--- src/rtl/pipeline_hazard_ctrl_pkg.sv ---
// Shared encodings for the pipeline hazard controller: FSM states and
// EX operand forwarding selects.
package pipeline_hazard_ctrl_pkg;

  typedef enum logic [1:0] {
    HZU_RUN      = 2'b00,
    HZU_MEM_WAIT = 2'b01,
    HZU_HALTED   = 2'b10
  } hzu_state_t;

  typedef enum logic [1:0] {
    FWD_RF  = 2'b00,
    FWD_WB  = 2'b01,
    FWD_MEM = 2'b10
  } fwd_sel_t;

  localparam logic [1:0] ST_RUN      = 2'b00;
  localparam logic [1:0] ST_MEM_WAIT = 2'b01;
  localparam logic [1:0] ST_HALTED   = 2'b10;

endpackage

--- src/rtl/pipeline_hazard_ctrl_fwd_unit.sv ---
// Combinational EX operand forwarding select for one source register;
// the younger EX/MEM result takes precedence over MEM/WB.
module pipeline_hazard_ctrl_fwd_unit
  import pipeline_hazard_ctrl_pkg::*;
#(
  parameter int unsigned REG_W  = 5,
  parameter bit          FWD_EN = 1'b1
) (
  input  logic [REG_W-1:0] src,
  input  logic [REG_W-1:0] exmem_rd,
  input  logic             exmem_regwen,
  input  logic [REG_W-1:0] memwb_rd,
  input  logic             memwb_regwen,
  output logic [1:0]       sel
);

  localparam logic [REG_W-1:0] R0 = {REG_W{1'b0}};

  logic mem_hit_s;
  logic wb_hit_s;

  assign mem_hit_s = exmem_regwen && (exmem_rd != R0) && (exmem_rd == src);
  assign wb_hit_s  = memwb_regwen && (memwb_rd != R0) && (memwb_rd == src);

  // select the forwarding source, or the register file when forwarding is disabled
  always_comb begin
    sel = FWD_RF;
    if (!FWD_EN) begin
      sel = FWD_RF;
    end else if (mem_hit_s) begin
      sel = FWD_MEM;
    end else if (wb_hit_s) begin
      sel = FWD_WB;
    end else begin
      sel = FWD_RF;
    end
  end

endmodule

--- src/rtl/pipeline_hazard_ctrl.sv ---
// 5-stage pipeline hazard controller: stall/flush/PC enable, forwarding
// selects, dcache-wait/halt FSM, dcache-wait watchdog and stall counter.
module pipeline_hazard_ctrl
  import pipeline_hazard_ctrl_pkg::*;
#(
  parameter int unsigned REG_W       = 5,
  parameter bit          FWD_EN      = 1'b1,
  parameter int unsigned MEM_TIMEOUT = 255,
  parameter int unsigned CNT_W       = 32
) (
  input  logic             CLK,
  input  logic             nRST,
  input  logic             ihit,
  input  logic             dhit,
  input  logic [REG_W-1:0] ifid_rs,
  input  logic [REG_W-1:0] ifid_rt,
  input  logic             ifid_use_rs,
  input  logic             ifid_use_rt,
  input  logic [REG_W-1:0] idex_rs,
  input  logic [REG_W-1:0] idex_rt,
  input  logic [REG_W-1:0] idex_rd,
  input  logic             idex_regwen,
  input  logic             idex_memren,
  input  logic [REG_W-1:0] exmem_rd,
  input  logic             exmem_regwen,
  input  logic             exmem_memren,
  input  logic             exmem_memwen,
  input  logic [REG_W-1:0] memwb_rd,
  input  logic             memwb_regwen,
  input  logic             jump,
  input  logic             branch_taken,
  input  logic             halt,
  output logic             pc_en,
  output logic             stall_ifid,
  output logic             stall_idex,
  output logic             stall_exmem,
  output logic             stall_memwb,
  output logic             flush_ifid,
  output logic             flush_idex,
  output logic             flush_exmem,
  output logic             flush_memwb,
  output logic [1:0]       fwd_a,
  output logic [1:0]       fwd_b,
  output logic [1:0]       state,
  output logic             mem_timeout,
  output logic [CNT_W-1:0] stall_cycles
);

  localparam int unsigned      WD_W    = $clog2(MEM_TIMEOUT + 1);
  localparam logic [WD_W-1:0]  WD_MAX  = WD_W'(MEM_TIMEOUT);
  localparam logic [WD_W-1:0]  WD_ONE  = WD_W'(1);
  localparam logic [WD_W-1:0]  WD_ZERO = WD_W'(0);
  localparam logic [CNT_W-1:0] CNT_ONE = CNT_W'(1);
  localparam logic [REG_W-1:0] R0      = {REG_W{1'b0}};

  logic             dmiss_s;
  logic             lu_s;
  logic [1:0]       fwd_a_s;
  logic [1:0]       fwd_b_s;
  logic [1:0]       state_r;
  logic [1:0]       state_nxt_s;
  logic [WD_W-1:0]  wd_cnt_r;
  logic [WD_W-1:0]  wd_cnt_nxt_s;
  logic             mem_timeout_r;
  logic [CNT_W-1:0] stall_cycles_r;

  // true when a producer (rd, wen) feeds a source the ID instruction reads
  function automatic logic id_reads(input logic [REG_W-1:0] rd, input logic wen,
                                    input logic [REG_W-1:0] rs, input logic use_rs,
                                    input logic [REG_W-1:0] rt, input logic use_rt);
    return wen && (rd != R0) && ((use_rs && (rs == rd)) || (use_rt && (rt == rd)));
  endfunction

  assign dmiss_s = (exmem_memren | exmem_memwen) & ~dhit;

  // without forwarding every in-flight RAW producer must drain before ID proceeds
  assign lu_s = (idex_memren & id_reads(idex_rd, idex_regwen, ifid_rs, ifid_use_rs, ifid_rt, ifid_use_rt))
              | (!FWD_EN & (id_reads(idex_rd, idex_regwen, ifid_rs, ifid_use_rs, ifid_rt, ifid_use_rt)
                          | id_reads(exmem_rd, exmem_regwen, ifid_rs, ifid_use_rs, ifid_rt, ifid_use_rt)));

  pipeline_hazard_ctrl_fwd_unit #(.REG_W(REG_W), .FWD_EN(FWD_EN)) u_fwd_a (
    .src(idex_rs), .exmem_rd(exmem_rd), .exmem_regwen(exmem_regwen),
    .memwb_rd(memwb_rd), .memwb_regwen(memwb_regwen), .sel(fwd_a_s)
  );

  pipeline_hazard_ctrl_fwd_unit #(.REG_W(REG_W), .FWD_EN(FWD_EN)) u_fwd_b (
    .src(idex_rt), .exmem_rd(exmem_rd), .exmem_regwen(exmem_regwen),
    .memwb_rd(memwb_rd), .memwb_regwen(memwb_regwen), .sel(fwd_b_s)
  );

  // prioritised stall/flush/PC-enable decode
  always_comb begin
    pc_en       = 1'b0;
    stall_ifid  = 1'b0;
    stall_idex  = 1'b0;
    stall_exmem = 1'b0;
    stall_memwb = 1'b0;
    flush_ifid  = 1'b0;
    flush_idex  = 1'b0;
    flush_exmem = 1'b0;
    flush_memwb = 1'b0;
    fwd_a       = nRST ? FWD_RF : fwd_a_s;
    fwd_b       = nRST ? FWD_RF : fwd_b_s;
    if (nRST) begin
      flush_ifid  = 1'b1;
      flush_idex  = 1'b1;
      flush_exmem = 1'b1;
      flush_memwb = 1'b1;
    end else if (state_r == ST_HALTED) begin
      stall_ifid  = 1'b1;
      stall_idex  = 1'b1;
      stall_exmem = 1'b1;
      stall_memwb = 1'b1;
    end else if (dmiss_s) begin
      stall_ifid  = 1'b1;
      stall_idex  = 1'b1;
      stall_exmem = 1'b1;
      flush_memwb = 1'b1;
    end else if (branch_taken) begin
      // ID and the load-use/jump it may carry are wrong-path
      pc_en      = 1'b1;
      flush_ifid = 1'b1;
      flush_idex = 1'b1;
    end else if (lu_s) begin
      stall_ifid = 1'b1;
      flush_idex = 1'b1;
    end else if (jump) begin
      pc_en      = 1'b1;
      flush_ifid = 1'b1;
    end else if (!ihit) begin
      flush_ifid = 1'b1;
    end else begin
      pc_en = 1'b1;
    end
  end

  // next FSM state and watchdog count; a miss completes before halt is honoured
  always_comb begin
    state_nxt_s = state_r;
    case (state_r)
      ST_RUN: begin
        if (halt && !dmiss_s)  state_nxt_s = ST_HALTED;
        else if (dmiss_s)      state_nxt_s = ST_MEM_WAIT;
        else                   state_nxt_s = ST_RUN;
      end
      ST_MEM_WAIT: begin
        if (halt && !dmiss_s)  state_nxt_s = ST_HALTED;
        else if (dhit)         state_nxt_s = ST_RUN;
        else                   state_nxt_s = ST_MEM_WAIT;
      end
      ST_HALTED:               state_nxt_s = ST_HALTED;
      default:                 state_nxt_s = ST_RUN;
    endcase
    if (state_nxt_s != ST_MEM_WAIT) begin
      wd_cnt_nxt_s = WD_ZERO;
    end else if (wd_cnt_r == WD_MAX) begin
      wd_cnt_nxt_s = WD_MAX;
    end else begin
      wd_cnt_nxt_s = wd_cnt_r + WD_ONE;
    end
  end

  // FSM, watchdog and stall counter registers
  always_ff @(posedge CLK or posedge nRST) begin
    if (nRST) begin
      state_r        <= ST_RUN;
      wd_cnt_r       <= WD_ZERO;
      mem_timeout_r  <= 1'b0;
      stall_cycles_r <= {CNT_W{1'b0}};
    end else begin
      state_r  <= state_nxt_s;
      wd_cnt_r <= wd_cnt_nxt_s;
      if (wd_cnt_nxt_s == WD_MAX) mem_timeout_r <= 1'b1;
      if (!pc_en && (state_r != ST_HALTED)) stall_cycles_r <= stall_cycles_r + CNT_ONE;
    end
  end

  assign state        = state_r;
  assign mem_timeout  = mem_timeout_r;
  assign stall_cycles = stall_cycles_r;

endmodule

--- config.mk ---
export PLATFORM = sky130hd
export DESIGN_NAME = pipeline_hazard_ctrl
export DESIGN_NICKNAME = d
export VERILOG_FILES = /design/src/rtl/pipeline_hazard_ctrl_pkg.sv /design/src/rtl/pipeline_hazard_ctrl_fwd_unit.sv /design/src/rtl/pipeline_hazard_ctrl.sv
export SDC_FILE = /design/constraint.sdc
export NUM_CORES = 1
export LEC_CHECK = 0
export CAP_MARGIN = 20
export CORE_MARGIN = 2
export CORE_UTILIZATION = 45
export CTS_CLUSTER_DIAMETER = 80
export DETAILED_ROUTE_END_ITERATION = 8
export GPL_TIMING_DRIVEN = 0
export MAX_ROUTING_LAYER = met4
export PLACE_DENSITY_LB_ADDON = 0.12
export SLEW_MARGIN = 20
export SYNTH_ARGS = -nofsm -noshare
export SYNTH_HDL_FRONTEND = slang
export SYNTH_HIERARCHICAL = 1
export SYNTH_SLANG_ARGS = --single-unit
--- constraint.sdc ---
create_clock -name CLK -period 2.6 [get_ports CLK]
set_input_delay 0.39 -clock CLK [delete_from_list [all_inputs] [get_ports CLK]]
set_output_delay 0.39 -clock CLK [all_outputs]
set_load 0.02 [all_outputs]
==> impl_metrics.json, run 1 <==
{
  "insertion_delay_ns": 0.29,
  "path_cells": "dlygate4sd2_1 > xor2_1 > nor4_2 > a32oi_1 > or2_4 > nor2b_1 > o31ai_1 > buf_4",
  "synth_seq_cells": 43,
  "dp_cells": 443,
  "fin_crit_sh_pct": 98.1,
  "max_stage_delay_ns": 0.33,
  "finalNetCount": 432,
  "dieArea_um2": 6460,
  "hp-class": "input port to async pin",
  "ys.flop_type": "dfrtp_1",
  "worst_setup_path_start_kind": "input port",
  "dpl_cell_area_um2": 3700,
  "async_reset_ff_share_pct": 100,
  "grt_max_degree": 25,
  "syn_inst": 274,
  "die_w_um": 80.4,
  "grt_pass1_wl_um": 11300,
  "vias": 2436,
  "critical-path-slowest-cell": "nor4_2",
  "wirelength_um": 6840,
  "grt_pass1_vias": 2408,
  "cpLargestDelayFamily": "simple AND/OR/NAND/NOR gates",
  "yosys_warnings": 6,
  "drc": 0,
  "cts_tree": "done",
  "fmax_ghz": 0.392,
  "power.leakage_nw": 1.64,
  "place_congestion": 0.862,
  "area_growth_pct": 44.9,
  "fin_area_um2": 3800,
  "drt-initial-drc-count": 145,
  "avgSynthCellArea_um2": 9.58,
  "antenna_left": 0,
  "crit_buf_inv": 2,
  "cp.required_ns": 2.21,
  "die_y_um": 80.4,
  "synth.distinct_cells": 41,
  "post-route-util_pct": 68.2,
  "ir_drop_mv": 0.414,
  "endpoint_kind": "output pin",
  "grt_util_all_layers_pct": 22.6,
  "drv_cap": 0,
  "synth.cell_area_um2": 2630,
  "wl_per_cell_um": 15.1,
  "clock_path_buffers": 2,
  "cts_made_buffers": 5,
  "drt_pass1_iterations": 4,
  "synth_edf_count": 0,
  "viasPerCell": 5.38,
  "clk_pin_slew_ns": 0.08,
  "core.rowCount": 27,
  "hold_viol": 0,
  "drive_above_1_share_pct": 9.71,
  "fin_crit_ns": 2.55,
  "maxSlewViolCount": 0,
  "cts_root_buf": "clkbuf_8",
  "maxSlewHeadroom_pct": 65.0,
  "antennaDiodeCount": 0,
  "postCtsHoldBufs": 0,
  "critPathMaxFanout": 3,
  "synthesis.nets": 326,
  "fin_skew_ns": 0.0117,
  "start_util_pct": 47.1,
  "htree_levels": 2,
  "path_class": "input port to output pin",
  "final_cells": 453,
  "power_density_nw_per_um2": 528,
  "pin_count": 98,
  "ys_seq_area_share_pct": 41.0,
  "worst_pin_slew_ns": 0.524,
  "status": "finished clean",
  "overflow": 0,
  "antenna_found_initial": 0,
  "hpwlAfterDp_um": 5250,
  "worstPathArrival_ns": 2.16,
  "coreArea_um2": 5570,
  "cts.sinks": 43,
  "port_buffers": 96,
  "setup_viol": 0
}
## placed cells by master (no fill, tap or decap), types with 5 or more instances in the layout
cell type and count:
nand3_1 16, xor2_1 27, inv_1 5, nor3_1 8, a21oi_1 9, clkbuf_8 6, dfrtp_1 43, and3_1 13
nor2b_1 7, buf_4 9, nand2_1 16, nor2_1 19, nand4_1 15, dlygate4sd2_1 9, clkdlybuf4s50_1 78, xnor2_1 34
clkbuf_1 6
## final cells by class
type / count / area [µm²]
clock buffers: 7 / 86.3
repair buffers: 99 / 977
clock inverters: 1 / 8.76
well taps: 72 / 90.1
plain buffers: 13 / 72.6
flip-flops and latches: 43 / 1080
multi-input cells: 212 / 1470
fillers: 484 / 1770
inverters: 6 / 22.5
## state kept, by name (all words and copies together) (netlist names)
signal	count
mem_timeout	1
wd_cnt_r	8
stall_cycles	32
state	2
## synthesized netlist by cell type, drive strengths merged, types with 2 or more instances
master	n	area share (%)
xor2	27	9.0
nand3	16	3.1
nor3	11	2.7
nand2	16	2.3
nor2b	7	1.7
a21oi	9	1.7
and2	5	1.2
o41ai	4	2.2
nor3b	2	0.57
nor2	20	2.9
nor4	4	0.95
and4	3	1.0
inv	6	0.86
o31ai	2	0.57
xnor2	34	11
ha	2	0.95
nand2b	3	0.72
dfrtp	43	41
and3	13	3.1
clkbuf	5	0.72
a211oi	2	0.95
o21ai	4	0.76
a31oi	2	0.48
buf	8	2.0
nand4	15	3.6
## worst register-to-register path: cells and delay by family, from the launching register on
kind | cells | cell delay [ns]
buf+inv | 1 | 0.40
xor+xnor | 1 | 0.17
flops | 1 | 0.42
simple gates | 4 | 0.90
## logic make-up (layout without fill, tap and decap cells)
family | after synthesis | after routing | synth area share [%]
AOI/OAI and AO/OA | 29 | 29 | 8.67
xor gates and xnor gates | 61 | 61 | 20.4
adders and majority gates | 2 | 2 | 0.953
buffers and inverters | 19 | 126 | 3.62
DFF | 43 | 43 | 41.0
muxes | 1 | 1 | 0.429
and+or+nand+nor | 119 | 119 | 25.0
## routing by layer
| metal | wire length (µm) | global-route usage, % | up-vias |
|---|---|---|---|
| met5 | 0 | - | - |
| met4 | 44 | 4.58 | 0 |
| met3 | 450 | 4.38 | 4 |
| met2 | 3150 | 35.1 | 94 |
| met1 | 3190 | 31.2 | 1167 |
| li1 | - | - | 1171 |
## where the power goes
part	switching, mW	total (mW)	internal, mW
clock	0.224	0.441	0.218
sequential	0.0821	0.820	0.738
combinational	0.391	0.747	0.356
total	0.697	2.01	1.31
## stage by stage
stage | hold WS (ns) | setup WS (ns) | power, mW | setup TNS [ns]
CTS | 0.288 | 0.00326 | 2.03 | 0
floorplan | 0.474 | 0.101 | 1.22 | 0
detailed placement | 0.458 | -0.722 | 1.59 | -6.07
finish | 0.290 | 0.0488 | 2.01 | 0
global placement | 0.454 | -0.730 | 1.57 | -6.04
global route | 0.340 | -0.00421 | 2.12 | -0.00421
## final timing paths
kind / from / endpoint / slack [ns] / depth (start not counted)
max reg2reg: stall_cycles[2] / stall_cycles[25] / 0.61 / 6
max in group asynchronous: nRST / stall_cycles[7] / 1.82 / 3
min: nRST / stall_cycles[18] / 0.29 / 2
min reg2reg: stall_cycles[31] / stall_cycles[31] / 0.47 / 1
min in group CLK: stall_cycles[31] / stall_cycles[31] / 0.47 / 1
max: idex_rd[1] / flush_idex / 0.05 / 8
## timing repair
action | 4_1_cts | 5_1_grt
pin swaps | 6 | 4
gates cloned | 0 | 0
gates resized for setup | 30 | 11
endpoints found under the setup margin | 8 | 6
setup buffers | 2 | 0
Power figures use the tool's default switching activity.
==> run 2, diff against run 1 <==
--- a/config.mk
+++ b/config.mk
@@ -6,6 +6,7 @@
 export NUM_CORES = 1
 export LEC_CHECK = 0
 export CAP_MARGIN = 20
+export CORE_ASPECT_RATIO = 0.6
 export CORE_MARGIN = 2
 export CORE_UTILIZATION = 45
 export CTS_CLUSTER_DIAMETER = 80
==> run 2 against run 1 <==
Net effect:
- hold slack worse by 0.083 ns
- global-route usage up 1.0 points
- final cell count up 3.8%
- fmax down 1.4%
- combinational power up 6.3%
- clock power down 5.0%
- die area up 0.31%
- critical path type is now input port to flip-flop
- critical endpoint is now stall_cycles[27]
==> impl_metrics.json, run 2 (synthesized netlist as in run 1, its figures left out) <==
{
  "wirelength_um": 7360,
  "drt_pass1_iterations": 4,
  "fin_skew_ns": 0.00945,
  "fmax_ghz": 0.386,
  "post-route-util_pct": 69.6,
  "cts_root_buf": "clkbuf_8",
  "vias": 2448,
  "port_buffers": 96,
  "cts.sinks": 43,
  "dieArea_um2": 6480,
  "antenna_found_initial": 0,
  "endpoint_kind": "flip-flop",
  "r2r_slack_ns": 0.54,
  "reg2regPathDepth": 6,
  "maxSlewHeadroom_pct": 64.2,
  "hpwlAfterDp_um": 5620,
  "rr_endpoint": "stall_cycles[15]",
  "overflow": 0,
  "maxSlewViolCount": 0,
  "place_congestion": 0.860,
  "grt_pass1_wl_um": 11600,
  "fin_crit_sh_pct": 99.6,
  "coreArea_um2": 5600,
  "final_common_cell": "clkdlybuf4s50_1",
  "power_mw": 2.03,
  "cp.required_ns": 2.78,
  "wl_per_cell_um": 15.7,
  "area_growth_pct": 48.3,
  "postCtsHoldBufs": 0,
  "pwr-share-seq_pct": 40.4,
  "drc": 0,
  "die_w_um": 103,
  "worstPathArrival_ns": 2.77,
  "cts_tree": "done",
  "worst_pin_slew_ns": 0.537,
  "pin_count": 98,
  "status": "finished clean",
  "switching_share_pct": 35.8,
  "htree_levels": 2,
  "grt_util_all_layers_pct": 23.6,
  "start_util_pct": 46.9,
  "ir_drop_mv": 0.325,
  "finalNetCount": 441,
  "switchingPower_uw": 727,
  "drt-initial-drc-count": 108,
  "cts_made_buffers": 5,
  "grt_pass1_vias": 2341,
  "clock_path_buffers": 2,
  "drv_cap": 0,
  "grt_max_degree": 34,
  "antennaDiodeCount": 0,
  "rsz0062_at_grt": "true",
  "hp-class": "input port to async pin",
  "antenna_left": 0,
  "combPwrFrac_pct": 39.0,
  "fin_crit_ns": 2.59,
  "r2r-start": "stall_cycles[2]",
  "path_class": "input port to flip-flop",
  "power.leakage_nw": 1.70,
  "clk_pin_slew_ns": 0.09,
  "core.rowCount": 21,
  "p_int_mw": 1.31,
  "drive_above_1_share_pct": 12.1,
  "largest_register_ffs": 32,
  "worst_setup_path_start_kind": "input port",
  "die_y_um": 63.2,
  "viasPerCell": 5.21,
  "power_density_nw_per_um2": 523,
  "insertion_delay_ns": 0.29,
  "clock_power_share_pct": 20.6,
  "hold_slack_ns": 0.206,
  "final_cell_mix": "clkdlybuf4s50_1 (76), dfrtp_1 (43), xnor2_1 (33)",
  "setup_viol": 0,
  "hold_viol": 0,
  "critPathMaxFanout": 10
}
run 2: changes by cell type in the layout (fill, tap and decap cells not counted), sizes merged:
cell / delta
clkdlybuf4s50: -2
dlygate4sd2: +1
clkbuf: -2
buf: +9
clkdlybuf4s15: +2
clkinvlp: +1
run 2: per-stage QoR:
stage	instances	cell area [µm²]	setup TNS, ns	setup slack (ns)
after floorplan	274	2630	0	0.101
after global placement	450	3690	-5.64	-0.774
after detailed placement	451	3710	-4.43	-0.733
after CTS	468	3840	0	0.00757
after global routing	470	3890	-0.0794	-0.0593
final	470	3890	0	0.0114
run 2: worst max-delay path, stage by stage:
cell	delay, ns
clkdlybuf4s50_1	0.46
o211ai_1	0.13
buf_4	0.16
buf_4	0.12
buf_4	0.12
buf_4	0.12
buf_4	0.12
buf_4	0.14
o41ai_4	0.44
buf_6	0.20
nand4_1	0.18
xnor2_2	0.19
run 2: timing repair:
action                                  CTS  global route
pin swaps                                 6             7
resized for setup                        37            14
endpoints found under the setup margin    9            34
setup buffers                             9             2
run 2: how the worst max path moves through the flow:
stage / slack (ns) / start / to
4_1_cts: 0.008 / ifid_rs[4] / flush_idex
2_1_floorplan: 0.10 / nRST / flush_ifid
3_5_place_dp: -0.73 / idex_rd[3] / stall_ifid
5_1_grt: -0.06 / idex_memren / stall_cycles[27]
3_3_place_gp: -0.77 / idex_rd[2] / stall_ifid
6_report: 0.01 / idex_regwen / stall_cycles[27]
run 2: power by group through the flow:
stage | Clock, mW | Combinational, mW | Sequential (mW)
after detailed placement | 0 | 0.763 | 0.834
after global routing | 0.464 | 0.851 | 0.836
after floorplan | 0 | 0.327 | 0.894
after CTS | 0.426 | 0.767 | 0.820
after global placement | 0 | 0.746 | 0.832
final | 0.419 | 0.794 | 0.821
run 2: routing by layer:
metal  GRT usage, %  vias to the layer above  part of all wire (%)
li1               -                     1195                     -
met1           32.6                     1175                    47
met2           35.9                       72                    45
met3           5.88                        6                   7.6
met4           4.00                        0                  0.69
met5              -                        -                     0
run 2: cell type report:
class | count | area [µm²]
fillers | 461 | 1700
multi-input cells | 212 | 1480
flip-flops and latches | 43 | 1080
repair buffers | 108 | 1040
well taps | 80 | 100
plain buffers | 13 | 82.6
clock buffers | 6 | 72.6
inverters | 6 | 22.5
clock inverters | 2 | 12.5
==> RTL edit 1 (flow settings as in run 2) <==
Register the output `mem_timeout` once more, with the module's reset; this adds one clock of latency there. The other outputs are not delayed to match.
--- a/src/rtl/pipeline_hazard_ctrl.sv
+++ b/src/rtl/pipeline_hazard_ctrl.sv
@@ -176,7 +176,13 @@
   end
 
   assign state        = state_r;
-  assign mem_timeout  = mem_timeout_r;
+  always_ff @(posedge CLK or posedge nRST) begin
+    if (nRST) begin
+      mem_timeout <= '0;
+    end else begin
+      mem_timeout <= mem_timeout_r;
+    end
+  end
   assign stall_cycles = stall_cycles_r;
 
 endmodule
Behaviour: same outputs for any inputs over 10 cycles, from zero or initial values and one cycle with nRST high; that may be too few to reach the edited logic, so the function may still have changed.
==> RTL edit 1 against run 2 <==
  * Setup slack improved by 30 ps
  * Synthesized area rose by 0.81%
  * Clock power rose by 4%
  * Sequential share of layout area rose by 0.92 points
  * Register-to-register slack improved by 60 ps
  * Die area rose by 0.77%
  * Sequential cell count rose by 1
  * Cell area fell by 0.96%
  * Via count fell by 5.3%
  * Total power fell by 0.84%
  * Routed wire length fell by 11%
  * Critical path type is now in2out
  * Critical endpoint is now fwd_b[1]
  * Largest power group unchanged
==> RTL edit 1: results (changes against run 2) <==
CP max stage cell=clkdlybuf4s50_1; R2R cell count=6 (unchanged); slew margin rel.=72.3% (+8.1 points); Total GRT Usage=21.1% (-2.5 points); end point of the critical path=fwd_b[1]; worst hold slack=246 ps (+39.9 ps); status=finished, final reports clean; worst skew pair latency=290 ps (about the same); crit path max fanout=4 (-6); Post-Synthesis Cell Area=2650 µm² (+0.81%); Seq/Total Area, Yosys=41.6% (+0.62 points); initial antenna violation count=0 (unchanged); diode count=0 (unchanged); slowest stage delay, CP=620 ps (+160 ps); first-pass GRT wire length=10600 µm (-8.1%); Vias per Instance=5.07 (-2.6%); synth warn=6 (unchanged); asr flop ratio synth=100% (unchanged); Root Driver=clkbuf_8; clk slew on worst S/H paths=80 ps; Max Clock Skew=6.46 ps (-2.99 ps); Post-synth top cells=44 x dfrtp_1, 43 x xnor2_1, 24 x nand2_1, 19 x nand3_1, 18 x xor2_1; Starting DRT DRC Count=86 (-20%); R2R Path End=stall_cycles[31]$_DFFE_PP0P_; Post-DP HPWL=5070 µm (-9.7%); CTS H-Tree Depth=2 (unchanged); TritonRoute pass-1 iters=4 (unchanged); Synthesized Nets=323 (-0.92%); crit path from=exmem_rd[3]; Worst R2R Setup Slack=600 ps (+60 ps); setup slack at placement=-603 ps (+130 ps); Inserted Clock Buffers=5 (unchanged); largest net degree at the start of global routing=32 (-5.9%); Layout Nets=428 (-2.9%); final worst path period share=98.4% (-1.1 points); Worst R2R Start=stall_cycles[8]$_DFFE_PP0P_; IO buf count=96 (unchanged); vias in the first global route=2217 (-5.3%); P_leak=0.00165 µW (-3.1%); max reg flops=32 (unchanged); synth unique cells=43 (+4.9%); Hold Crit Class=in2async; CTS max path bufs=2 (unchanged); routability cong.=0.897 (+4.2%); Top delay family on crit path=buffers and inverters; top cells by area, synth=dfrtp_1 42%, xnor2_1 14%, xor2_1 6.0%; Worst Path Arrival=2170 ps (-600 ps); VDD IR max=0.398 mV (+23%); layout cells sized above 1=9.81% (-2.2 points); Synth top area share=41.6% (+0.62 points); Routed wire per std cell=14.3 µm (-8.9%); Switch Pwr=685 µW (-5.8%)
==> RTL edit 1: cell count changes after synthesis, sizes merged, moves of 4 or more <==
cell	change
nand2	+8
nand4	-6
and2	-5
xor2	-9
xnor2	+9
nor2	-5
a21oi	+4
==> RTL edit 1: layer usage <==
metal	vias to the layer above	share of wire (%)	track usage, %
met5	-	0	-
met1	1114	50	30.3
li1	1156	-	-
met4	0	0.38	3.13
met2	44	45	31.6
met3	4	4.4	4.44
==> RTL edit 1: layout make-up <==
type / instances / area (µm²)
buffer: 8 / 47.5
clock buffer: 8 / 90.1
fill: 487 / 1770
inverter: 7 / 26.3
multi-input combinational: 212 / 1510
sequential: 44 / 1100
tap: 80 / 100
timing repair buffer: 98 / 981
==> RTL edit 1: through the flow <==
| stage | area, µm² | cells | util, % |
|---|---|---|---|
| floorplan | 2650 | 271 | - |
| global placement | 3710 | 447 | 65.9 |
| detailed placement | 3730 | 448 | 66.3 |
| CTS | 3820 | 456 | 68.0 |
| global route | 3850 | 457 | 68.6 |
| finish | 3850 | 457 | 68.6 |
==> RTL edit 1: cells by family after synthesis <==
group	count (synthesis)	share of synthesized area [%]
simple gates	115	24.1
xor+xnor	61	20.2
flops	44	41.6
compound gates	33	9.93
buf+inv	15	2.79
fa+ha+maj	2	0.945
mux	1	0.426
==> RTL edit 1: power by group through the flow <==
stage | Combinational (µW) | Clock, µW | Sequential [µW]
global route | 806 | 472 | 850
floorplan | 332 | 0 | 908
finish | 743 | 437 | 837
global placement | 733 | 0 | 845
detailed placement | 748 | 0 | 849
CTS | 748 | 442 | 836
==> RTL edit 1: repair_timing <==
item                       4_1_cts  5_1_grt
gates resized for setup         21       13
setup endpoints to repair        8        6
pin swaps                        2        4
hold buffers                     0        0
buffers inserted                 0        1
hold endpoints to repair         0        0
==> RTL edit 2 (settings of run 2) <==
Without the edit above. `REG_W` is set to 5 in 2 places; all go to 10.
--- a/src/rtl/pipeline_hazard_ctrl_fwd_unit.sv
+++ b/src/rtl/pipeline_hazard_ctrl_fwd_unit.sv
@@ -3,7 +3,7 @@
 module pipeline_hazard_ctrl_fwd_unit
   import pipeline_hazard_ctrl_pkg::*;
 #(
-  parameter int unsigned REG_W  = 5,
+  parameter int unsigned REG_W  = 10,
   parameter bit          FWD_EN = 1'b1
 ) (
   input  logic [REG_W-1:0] src,
--- a/src/rtl/pipeline_hazard_ctrl.sv
+++ b/src/rtl/pipeline_hazard_ctrl.sv
@@ -3,7 +3,7 @@
 module pipeline_hazard_ctrl
   import pipeline_hazard_ctrl_pkg::*;
 #(
-  parameter int unsigned REG_W       = 5,
+  parameter int unsigned REG_W       = 10,
   parameter bit          FWD_EN      = 1'b1,
   parameter int unsigned MEM_TIMEOUT = 255,
   parameter int unsigned CNT_W       = 32
Interface: changed (7 resized); port bits go from 98 to 133. No check against the original RTL was run, so the function may have changed too.
==> RTL edit 2 against run 2 <==
  * Die area increased by 16%
  * Routed wire length increased by 23%
  * Critical path depth is 2 lower
  * Maximum frequency is 2.5% higher
  * Sequential power rose by 1%
  * Sequential share of layout area fell by 5.3 points
  * Register-to-register slack got worse by 220 ps
  * Setup slack better by 62 ps
  * Largest power group is now combinational logic
  * Clock power is 75% higher
  * Total power grew 24%
  * Sequential cell count did not move
  * Cell area rose by 24%
  * Synthesized area is 16% higher
==> RTL edit 2: results (changes against run 2) <==
Compound-Gate Fraction of Synth Area=4.67% (-4.0 points); logic gate share of total power=37.9% (-1.1 points); Root Driver=clkbuf_16; status=finished, final reports clean; top cells by area, synth=dfrtp_1 35%, xnor2_1 18%, xor2_1 8.6%; VDD IR max=0.466 mV (+44%); worst hold slack=261 ps (+55.2 ps); Total GRT Usage=24.9% (+1.2 points); end point of the critical path=stall_cycles[22]$_DFFE_PP0P_; Fill cells=514 (+11%); sequential group power=830 µW (+1%); placed cells=529 (+17%); # resized after CTS=40 (+8.1%); Worst R2R Start=stall_cycles[7]$_DFFE_PP0P_; Seq/Total Area, Yosys=35.2% (-5.8 points); synth unique cells=42 (+2.4%); P_int=1680 µW (+28%); setup slack at placement=-626 ps (+107 ps); max reg flops=32 (unchanged); post-synthesis mux area share=0.737% (+0.31 points); Post-CTS Setup Bufs=1 (-8); CP max stage cell=clkdlybuf4s50_1; Post-DP HPWL=7270 µm (+29%); R2R Path End=stall_cycles[25]$_DFFE_PP0P_; Switch Pwr=841 µW (+16%); grt met3 use=5.93% (+0.052 points); routability cong.=0.980 (+14%); GRT met2 Usage=36.2% (+0.25 points); Post-synth top cells=64 x xnor2_1, 43 x dfrtp_1, 30 x xor2_1, 19 x nand4_1, 18 x nor3_1; Worst Path Arrival=2730 ps (-40 ps); vias in the first global route=2685 (+15%); IO buf count=131 (+36%); R2R cell count=7 (+1); P_leak=0.00206 µW (+21%); Worst Tran Pin Value=744 ps (+207 ps); Starting DRT DRC Count=170 (+57%); met1 GRT Util=35.5% (+2.9 points); Routed wire per std cell=16.8 µm (+7.3%); Synthesized Nets=397 (+22%); Synth Area in Adders=0.819% (-0.13 points); Finished Layout Cells=540 (+15%); final worst path period share=97.2% (-2.4 points); crit path from=ifid_rt[6]; layout cells sized above 1=14.8% (+2.7 points); Layout Nets=539 (+22%); Max Clock Skew=4.97 ps (-4.48 ps)
[RTL edit 2: cell types whose count changed in the layout (fill, tap and decap cells not counted), moves of 5 or more]
| cell | run 2 | this run |
|---|---|---|
| dlymetal6s2s_1 | 3 | 15 |
| clkbuf_1 | 6 | 1 |
| xnor2_1 | 33 | 62 |
| buf_4 | 17 | 9 |
| nor3_2 | 3 | 13 |
| clkdlybuf4s50_1 | 76 | 97 |
| and3_1 | 13 | 1 |
| clkbuf_16 | 0 | 5 |
[RTL edit 2: metal layers]
metal / vias to the layer above / wire (µm)
li1: 1394 / -
met4: 0 / 117
met2: 107 / 3950
met1: 1374 / 4370
met5: - / 0
met3: 15 / 637
[RTL edit 2: cell type report]
cell class	instances	area, µm²	share of cell area [%]
Multi-Input combinational cell	254	2030	42.0
Timing Repair Buffer	135	1360	28.2
Sequential cell	43	1080	22.3
Clock buffer	6	139	2.88
Tap cell	87	109	2.26
Buffer	10	66.3	1.37
Clock inverter	2	35.0	0.726
Inverter	3	11.3	0.233
